**src/rtl/prg_loader.sv**
```systemverilog
// prg_loader: turns PRG/CRT download bytes into buffered SDRAM writes, then
// patches the BASIC end-of-program pointers and optionally requests a core reset.
module prg_loader #(
  parameter int          FIFO_DEPTH = 4,
  parameter logic [15:0] CART_BASE  = 16'hA000
) (
  input  logic        clk_sys,
  input  logic        reset,
  input  logic        dl_active,
  input  logic [7:0]  dl_index,
  input  logic        dl_wr,
  input  logic [15:0] dl_addr,
  input  logic [7:0]  dl_data,
  input  logic        use_header,
  output logic        mem_req,
  output logic [15:0] mem_addr,
  output logic [7:0]  mem_data,
  input  logic        mem_ack,
  output logic        busy,
  output logic [15:0] end_addr,
  output logic        auto_reset,
  output logic        overflow
);
  localparam int AW = $clog2(FIFO_DEPTH);
  localparam logic [AW:0] FULL_CNT = (AW+1)'(FIFO_DEPTH);
  typedef enum logic [2:0] {S_IDLE, S_LOAD, S_DRAIN, S_INJECT, S_PULSE} state_t;
  state_t        r_state;
  logic          r_dl_d, r_hdr, r_armed, r_overflow, r_auto_reset;
  logic [15:0]   r_cur_addr, r_end_addr;
  logic [2:0]    r_inj_idx;
  logic [AW-1:0] r_wp, r_rp;
  logic [AW:0]   r_cnt;
  logic [15:0]   r_fa [FIFO_DEPTH];
  logic [7:0]    r_fd [FIFO_DEPTH];
  logic          w_rise, w_fall, w_ne, w_full, w_pop, w_load_wr, w_is_data, w_push, w_drop;
  logic [15:0]   w_push_addr, w_inj_addr;
  assign w_rise      = dl_active & ~r_dl_d;
  assign w_fall      = ~dl_active & r_dl_d;
  assign w_ne        = r_cnt != '0;
  assign w_full      = r_cnt == FULL_CNT;
  assign w_pop       = w_ne && mem_ack;
  assign w_load_wr   = r_state == S_LOAD && dl_wr && dl_index != 8'd0;
  assign w_is_data   = w_load_wr && (!r_hdr || dl_addr >= 16'd2);
  assign w_push_addr = (!r_hdr && dl_addr == 16'd0) ? CART_BASE : r_cur_addr;
  // A full FIFO still accepts a byte when the head is popped in the same cycle.
  assign w_push      = w_is_data && (!w_full || w_pop);
  assign w_drop      = w_is_data && !w_push;
  assign w_inj_addr  = r_inj_idx < 3'd6 ? {8'h00, 8'h2D + {5'd0, r_inj_idx}}
                                        : {8'h00, 8'hA8 + {5'd0, r_inj_idx}};
  assign mem_req    = w_ne || r_state == S_INJECT;
  assign mem_addr   = r_state == S_INJECT ? w_inj_addr : w_ne ? r_fa[r_rp] : 16'h0;
  assign mem_data   = r_state == S_INJECT ? (r_inj_idx[0] ? r_end_addr[15:8] : r_end_addr[7:0])
                                          : w_ne ? r_fd[r_rp] : 8'h0;
  assign busy       = r_state != S_IDLE;
  assign end_addr   = r_end_addr;
  assign auto_reset = r_auto_reset;
  assign overflow   = r_overflow;
  always_ff @(posedge clk_sys) begin
    if (w_push) begin
      r_fa[r_wp] <= w_push_addr;
      r_fd[r_wp] <= dl_data;
    end
  end
  always_ff @(posedge clk_sys or posedge reset) begin
    if (reset) begin
      r_state      <= S_IDLE;
      r_dl_d       <= 1'b0;
      r_hdr        <= 1'b0;
      r_armed      <= 1'b0;
      r_overflow   <= 1'b0;
      r_auto_reset <= 1'b0;
      r_cur_addr   <= 16'h0;
      r_end_addr   <= 16'h0;
      r_inj_idx    <= 3'd0;
      r_wp         <= '0;
      r_rp         <= '0;
      r_cnt        <= '0;
    end else begin
      r_dl_d       <= dl_active;
      r_auto_reset <= 1'b0;
      r_cnt        <= (w_push && !w_pop) ? r_cnt + 1'b1 : (!w_push && w_pop) ? r_cnt - 1'b1 : r_cnt;
      if (w_push) r_wp <= r_wp + 1'b1;
      if (w_pop) r_rp <= r_rp + 1'b1;
      if (w_push && w_push_addr == CART_BASE) r_armed <= 1'b1;
      if (w_is_data) r_cur_addr <= w_push_addr + 16'd1;
      else if (w_load_wr && dl_addr == 16'd0) r_cur_addr[7:0] <= dl_data;
      else if (w_load_wr && dl_addr == 16'd1) r_cur_addr[15:8] <= dl_data;
      if (w_drop || (dl_wr && r_state != S_IDLE && !w_load_wr)) r_overflow <= 1'b1;
      case (r_state)
        S_IDLE: if (w_rise && dl_index != 8'd0) begin
          r_state    <= S_LOAD;
          r_hdr      <= dl_index[4:0] == 5'd1 || use_header;
          r_overflow <= 1'b0;
          r_armed    <= 1'b0;
          r_cur_addr <= 16'h0;
        end
        S_LOAD: if (w_fall) begin
          r_state    <= S_DRAIN;
          r_end_addr <= r_cur_addr;
        end
        S_DRAIN: if (!w_ne) begin
          r_state   <= S_INJECT;
          r_inj_idx <= 3'd0;
        end
        S_INJECT: if (mem_ack) begin
          r_inj_idx <= r_inj_idx + 3'd1;
          if (r_inj_idx == 3'd7) begin
            r_state      <= S_PULSE;
            r_auto_reset <= r_armed;
          end
        end
        S_PULSE: begin
          r_armed <= 1'b0;
          r_state <= S_IDLE;
        end
        default: r_state <= S_IDLE;
      endcase
    end
  end
endmodule

```
**config.mk**
```make
export PLATFORM = sky130hd
export DESIGN_NAME = prg_loader
export DESIGN_NICKNAME = d
export VERILOG_FILES = /design/src/rtl/prg_loader.sv
export SDC_FILE = /design/constraint.sdc
export NUM_CORES = 1
export LEC_CHECK = 0
export CORE_MARGIN = 2
export CORE_UTILIZATION = 50
export DETAILED_ROUTE_END_ITERATION = 8
export PLACE_DENSITY = 0.73
export SLEW_MARGIN = 5
export SYNTH_ARGS = -nofsm -noshare
export SYNTH_HDL_FRONTEND = slang
export SYNTH_SLANG_ARGS = --single-unit
export TNS_END_PERCENT = 1
```
**constraint.sdc**
```tcl
create_clock -name clk_sys -period 3.1 [get_ports clk_sys]
set_input_delay 0.62 -clock clk_sys [delete_from_list [all_inputs] [get_ports clk_sys]]
set_output_delay 0.62 -clock clk_sys [all_outputs]
set_load 0.05 [all_outputs]
```
# Word-level counts from Yosys, hierarchy flattened
# Memories as Yosys holds them, arrays and structs flattened.
# Cells that the tools add are included.
[totals]
register_bits = 50
mem_bits_rw = 96
wordCells = 113
n_memories = 2
[memory_table]
columns = ["memory", "words", "width", "rd", "rd_ports_with_merged_regs", "wr", "line", "text"]
rows = [
  ["r_fa", 4, 16, 1, 0, 1, "33", "logic [15:0] r_fa [FIFO_DEPTH];"],
  ["r_fd", 4, 8, 1, 0, 1, "34", "logic [7:0] r_fd [FIFO_DEPTH];"],
]
[classes]
add_sub_neg = 8
n_lt_le_gt_ge = 2
n_eq_ne = 14
mux = 35
bitwise_logic = 4
reduce_logical = 36
[ops]
columns = ["op", "count"]
rows = [
  ["$mux W16", 6],
  ["$mux W8", 7],
  ["$mux W3", 9],
  ["$add A16 B1 Y16 const B", 1],
  ["$eq A16 B1 Y1 const B", 1],
  ["$eq A16 B16 Y1 const B", 1],
  ["$ge A16 B2 Y1 const B", 1],
  ["$logic_not A16 Y1", 1],
  ["$logic_and A1 B1 Y1", 15],
  ["$pmux W3 S4", 1],
  ["$mux W1", 10],
  ["$eq A3 B3 Y1 const B", 3],
  ["$add A8 B3 Y8 const A", 1],
  ["$ne A2 B2 Y1 const B", 4],
  ["$reduce_bool A8 Y1", 1],
  ["$add A6 B3 Y7 const A", 1],
  ["$add A3 B1 Y3 const B", 2],
  ["$eq A3 B2 Y1 const B", 2],
  ["$pmux W3 S2", 1],
  ["$reduce_bool A3 Y1", 2],
  ["$eq A5 B1 Y1 const B", 1],
  ["$logic_not A1 Y1", 5],
  ["$logic_or A1 B1 Y1", 5],
  ["$reduce_and A5 Y1", 1],
  ["other kinds (12)", 17],
]

# Depth between registers and ports, before layout
[depth]
ltp_word = 11
ltp_mapped = 13
mapped_depth_nobuf = 11

# Worst setup path after synthesis
# Ideal clock, no wire load.
[synth_timing]
path_kind = "in2reg"
start = "in dl_addr[15]"
end = "reg r_cur_addr[12]"
arrival_ps = 2828
setup_slack_ps = 143
cell_stages = 13
cell_sequence = "nor4_2 nand4_2 or2_2 buf_2 clkbuf_1 nand2_1 inv_1 ha_1 nand2_1 nor4_1 and4_1 o211ai_1 nand3_1"
[synth_via]
elab_chain_len = 7
elab_cells_between_ends = 15
classes_between = "add/sub: 1; order compare: 1; eq/ne: 1; mux: 6; reduce/logical: 6"
[synth_lines]
columns = ["item", "line", "text"]
rows = [
  ["start: declaration", "12", "input logic [15:0] dl_addr,"],
  ["$logic_not A16 Y1 *", "44", "assign w_push_addr = (!r_hdr && dl_addr == 16'd0) ? CART_BASE : r_cur_addr;"],
  ["$logic_and A1 B1 Y1 *", "44", ""],
  ["$mux W16 *", "44", ""],
  ["named net w_push_addr[0]", "36", "logic [15:0] w_push_addr, w_inj_addr;"],
  ["$add A16 B1 Y16 *", "85", "if (w_is_data) r_cur_addr <= w_push_addr + 16'd1;"],
  ["$mux W16 *", "85", ""],
  ["$mux W16", "90", "S_IDLE: if (w_rise && dl_index != 8'd0) begin"],
  ["$mux W16 *", "89", "case (r_state)"],
  ["end signal: assignment", "85", ""],
  ["end signal: assignment", "87", "else if (w_load_wr && dl_addr == 16'd1) r_cur_addr[15:8] <= dl_data;"],
  ["end: declaration", "29", "logic [15:0] r_cur_addr, r_end_addr;"],
]
# Mark *: on every way through the listed nets, which the timed path passes. The rest lies on a longest branch.
# A chain may end at the register's enable or synchronous reset.

# Final worst setup path
[layout_timing]
start = "reg r_cnt[0]"
end = "out mem_addr[1]"
[layout_via]
elab_chain_len = 3
[layout_lines]
columns = ["item", "line", "text"]
rows = [
  ["start: declaration", "32", "logic [AW:0] r_cnt;"],
  ["start signal: assignment", "81", "r_cnt <= (w_push && !w_pop) ? r_cnt + 1'b1 : (!w_push && w_pop) ? r_cnt - 1'b1 : r_cnt;"],
  ["$reduce_bool A3 Y1", "39", "assign w_ne = r_cnt != '0;"],
  ["$mux W16 (2 in series)", "51", "assign mem_addr = r_state == S_INJECT ? w_inj_addr : w_ne ? r_fa[r_rp] : 16'h0;"],
  ["end: declaration", "16", "output logic [15:0] mem_addr,"],
]
# Every way passes these cells.

==> results.sh <==
export IMPL_synthSimpleGateAreaFrac_pct=12.81
export IMPL_drive_gt1_share_pct=23.67
export IMPL_cts_tree="built"
export IMPL_skew_ns=0.01334
export IMPL_async_flop_share_pct=34.25
export IMPL_vias_per_cell=6.021
export IMPL_htreeDepth=4
export IMPL_clock_latency_ns=0.42
export IMPL_clockBufferDepth=2
export IMPL_dpl_worst_slack_ns=-0.07504
export IMPL_die_area_mm2=0.01461
export IMPL_critPathMaxFanout=14
export IMPL_wirelength_mm=16.10
export IMPL_finalHoldViolations=0
export IMPL_first_pass_iters=7
export IMPL_power_leakage_nw=3.192
export IMPL_status="complete, no violations"
export IMPL_p_sw_mw=3.857
export IMPL_relSlewSlack_pct=52.32
export IMPL_start_kind="register"
export IMPL_synth_top_family_by_area="multiplexers"
export IMPL_slowest_stage="or3_1"
export IMPL_numCtsBuffers=17
export IMPL_power_internal_mw=5.376
export IMPL_drtAntennaViolNets=0
export IMPL_portBuffers=81
export IMPL_synth_xor_area_share_pct=1.924
export IMPL_grt_pass1_wl_mm=25.77
export IMPL_comb_power_share_pct=45.4
export IMPL_synth_top_flop_cell="edfxtp_1"
export IMPL_drt_iter0_markers=416
export IMPL_synth_adder_area_share_pct=1.942
export IMPL_switching_share_pct=41.77
export IMPL_avgSynthCellArea_um2=13.99
export IMPL_slowest_delay_ns=0.62
export IMPL_max_cap_violations=0
export IMPL_fmax_ghz=0.3495
export IMPL_start_util_pct=51.36
export IMPL_power_density_mw_per_mm2=1088
export IMPL_die_width_um=120.9
export IMPL_diodes=0
export IMPL_die_h_um=120.9
export IMPL_synth_area_leader_cell="edfxtp_1"
export IMPL_cts_sinks=146
export IMPL_num_vias=4672
export IMPL_synth_compound_area_share_pct=6.523
export IMPL_final_setup_worst_slack_ns=0.2385
export IMPL_hold_slack_ns=0.3760
export IMPL_drc=0
export IMPL_grt_usage_pct=23.37
export IMPL_io_pins=82
export IMPL_synth_cell_types=57
export IMPL_syn_area_mm2=0.006829
export IMPL_end_kind="output pin"
export IMPL_first_global_vias=4789
export IMPL_finalCritPeriodShare_pct=92.31
export IMPL_arrival_ns=2.24
export IMPL_synth_top_area_share_pct=42.21
export IMPL_postSynthCellCount=488
export IMPL_final_nets=635
export IMPL_num_rows=42
export IMPL_p_seq_share_pct=32.9
export IMPL_drv_slew=0
export IMPL_worstSetupPathType="register to output pin"
export IMPL_cpMostUsedCell="buf_4"
export IMPL_synth_edff_count=96
export IMPL_finalSetupViolCount=0
export IMPL_place_hpwl_mm=11.06
export IMPL_gp_congestion=0.8909
export IMPL_area_growth_pct=24.29
export IMPL_power_share_clock_pct=21.7
export IMPL_synth_area_top_cells="edfxtp_1 42%, dfrtp_1 18%, mux4_2 7.9%"
export IMPL_hold_path_class="input port to async pin"
export IMPL_tns_ns=0
export IMPL_peakVddDrop_v=0.0005637
export IMPL_power_total_mw=9.232
export IMPL_post_cts_resized=0
export IMPL_worstPathCellList="or3_1, buf_4, nand3_1, o21ai_0, buf_4"
export IMPL_avgRoutedWirePerCell_um=20.75
export IMPL_cts_root_buf="clkbuf_16"
export IMPL_synth_mux_area_share_pct=13.37
export IMPL_core_area_mm2=0.01330
export IMPL_yosysWarnings=0
export IMPL_antenna_found_initial=0
export IMPL_cts_clk_slew_worst_paths_ns=0.06
export IMPL_tightest_slew_ns=0.7152
export IMPL_grt_overflow_total=0
export IMPL_cp_data_required_time_ns=2.48
export IMPL_finalCriticalPeriod_ns=2.862
export IMPL_syn_nets=536
export IMPL_rsz0062_at_grt="false"
export IMPL_grt_max_degree=32
export IMPL_yosysSeqAreaShare_pct=60.53
export IMPL_ys_seq_elements=146
-- kinds of logic (layout without fill, tap and decap cells) --
kind of cell / after synthesis / in the layout
muxes: 59 / 59
DFF: 146 / 146
AOI/OAI and AO/OA: 72 / 72
xor gates and xnor gates: 15 / 15
and+or+nand+nor: 144 / 144
adders and majority gates: 10 / 10
buffers and inverters: 42 / 154
-- critical path: cells and delay by family, from the launching register on --
kind	cells	cell delay, ns
simple gates	2	0.72
compound gates	1	0.16
buf+inv	2	0.51
flops	1	0.44
-- placed cells by master (no fill, tap or decap), types with 6 or more instances in the layout --
master           netlist  final
nand2b_1               6      6
ha_1                   9      9
a211oi_1               9      9
and3_1                10     10
nor4_1                 6      6
edfxtp_1              96     96
inv_1                 10      9
nand2_1               24     24
nor2_1                14     14
a21oi_1               18     18
clkdlybuf4s50_1        0     56
and2_1                13     13
mux4_2                24     24
nand3_1               28     28
dfrtp_1               50     50
mux2_2                18     18
xnor2_1                9      9
o21ai_0               23     23
xor2_1                 6      6
buf_4                  1     54
clkbuf_16              0     17
mux2i_1               17     17
-- final cells by class --
type,instances,area [um2]
clock buffer,18,429.2
clock inverter,14,155.1
fill,985,4807
inverter,10,37.54
multi-input combinational,300,2506
sequential,146,4134
tap,176,220.2
timing repair buffer,112,1006
-- power by group through the flow --
stage,clock [mW],sequential [mW],combinational [mW]
2_1_floorplan,0,3.09,2.81
3_3_place_gp,0,3.03,4.11
3_5_place_dp,0,3.06,4.20
4_1_cts,2.02,3.02,4.21
5_1_grt,2.11,3.07,4.47
6_report,2.00,3.04,4.19
-- sequential cells by signal, summed over array words and instances (netlist names) --
register    count
r_rp            2
r_fa           64
r_cur_addr     16
r_fd           32
r_state         3
overflow        1
r_wp            2
r_inj_idx       3
r_cnt           3
auto_reset      1
r_armed         1
end_addr       16
r_hdr           1
r_dl_d          1
-- final timing paths --
kind,startpoint,to,slack (ns),depth (start not counted)
setup reg to reg,r_state[1],r_cnt[2],0.50,9
max in group asynchronous,reset,end_addr[2],2.11,3
hold reg to reg,r_cnt[2],r_cnt[2],0.48,1
hold / removal,reset,r_wp[1],0.38,2
min in group clk_sys,r_cnt[2],r_cnt[2],0.48,1
setup / recovery,r_cnt[0],mem_addr[1],0.24,5
-- cell usage after synthesis, drive strengths merged (9+ instances only) --
master	count
nor2	14
mux4	24
edfxtp	96
clkbuf	18
buf	14
a21oi	19
nand3	28
xnor2	9
a211oi	9
ha	9
o21ai	23
nor4	9
dfrtp	50
mux2	18
mux2i	17
and2	13
nand2	24
and3	10
inv	10
-- stage by stage --
| stage | instances | cell area (um2) | util (%) |
|---|---|---|---|
| after floorplan | 488 | 6829 | - |
| after global placement | 742 | 7889 | 59.34 |
| after CTS | 774 | 8473 | 63.73 |
| final | 776 | 8488 | 63.84 |
| after global routing | 776 | 8488 | 63.84 |
| after detailed placement | 742 | 7889 | 59.34 |
-- per-layer routing --
metal	share of wire, %	GRT usage (%)
met1	41	30.98
met2	50	38.31
met3	6.2	4.276
met4	2.7	9.520
met5	0	0
-- what timing repair did --
action	CTS	global route
endpoints found under the hold margin	0	0
endpoints found under the setup margin	0	19
setup buffers	0	2
hold buffers	0	0
(Power assumes the default switching activity.)
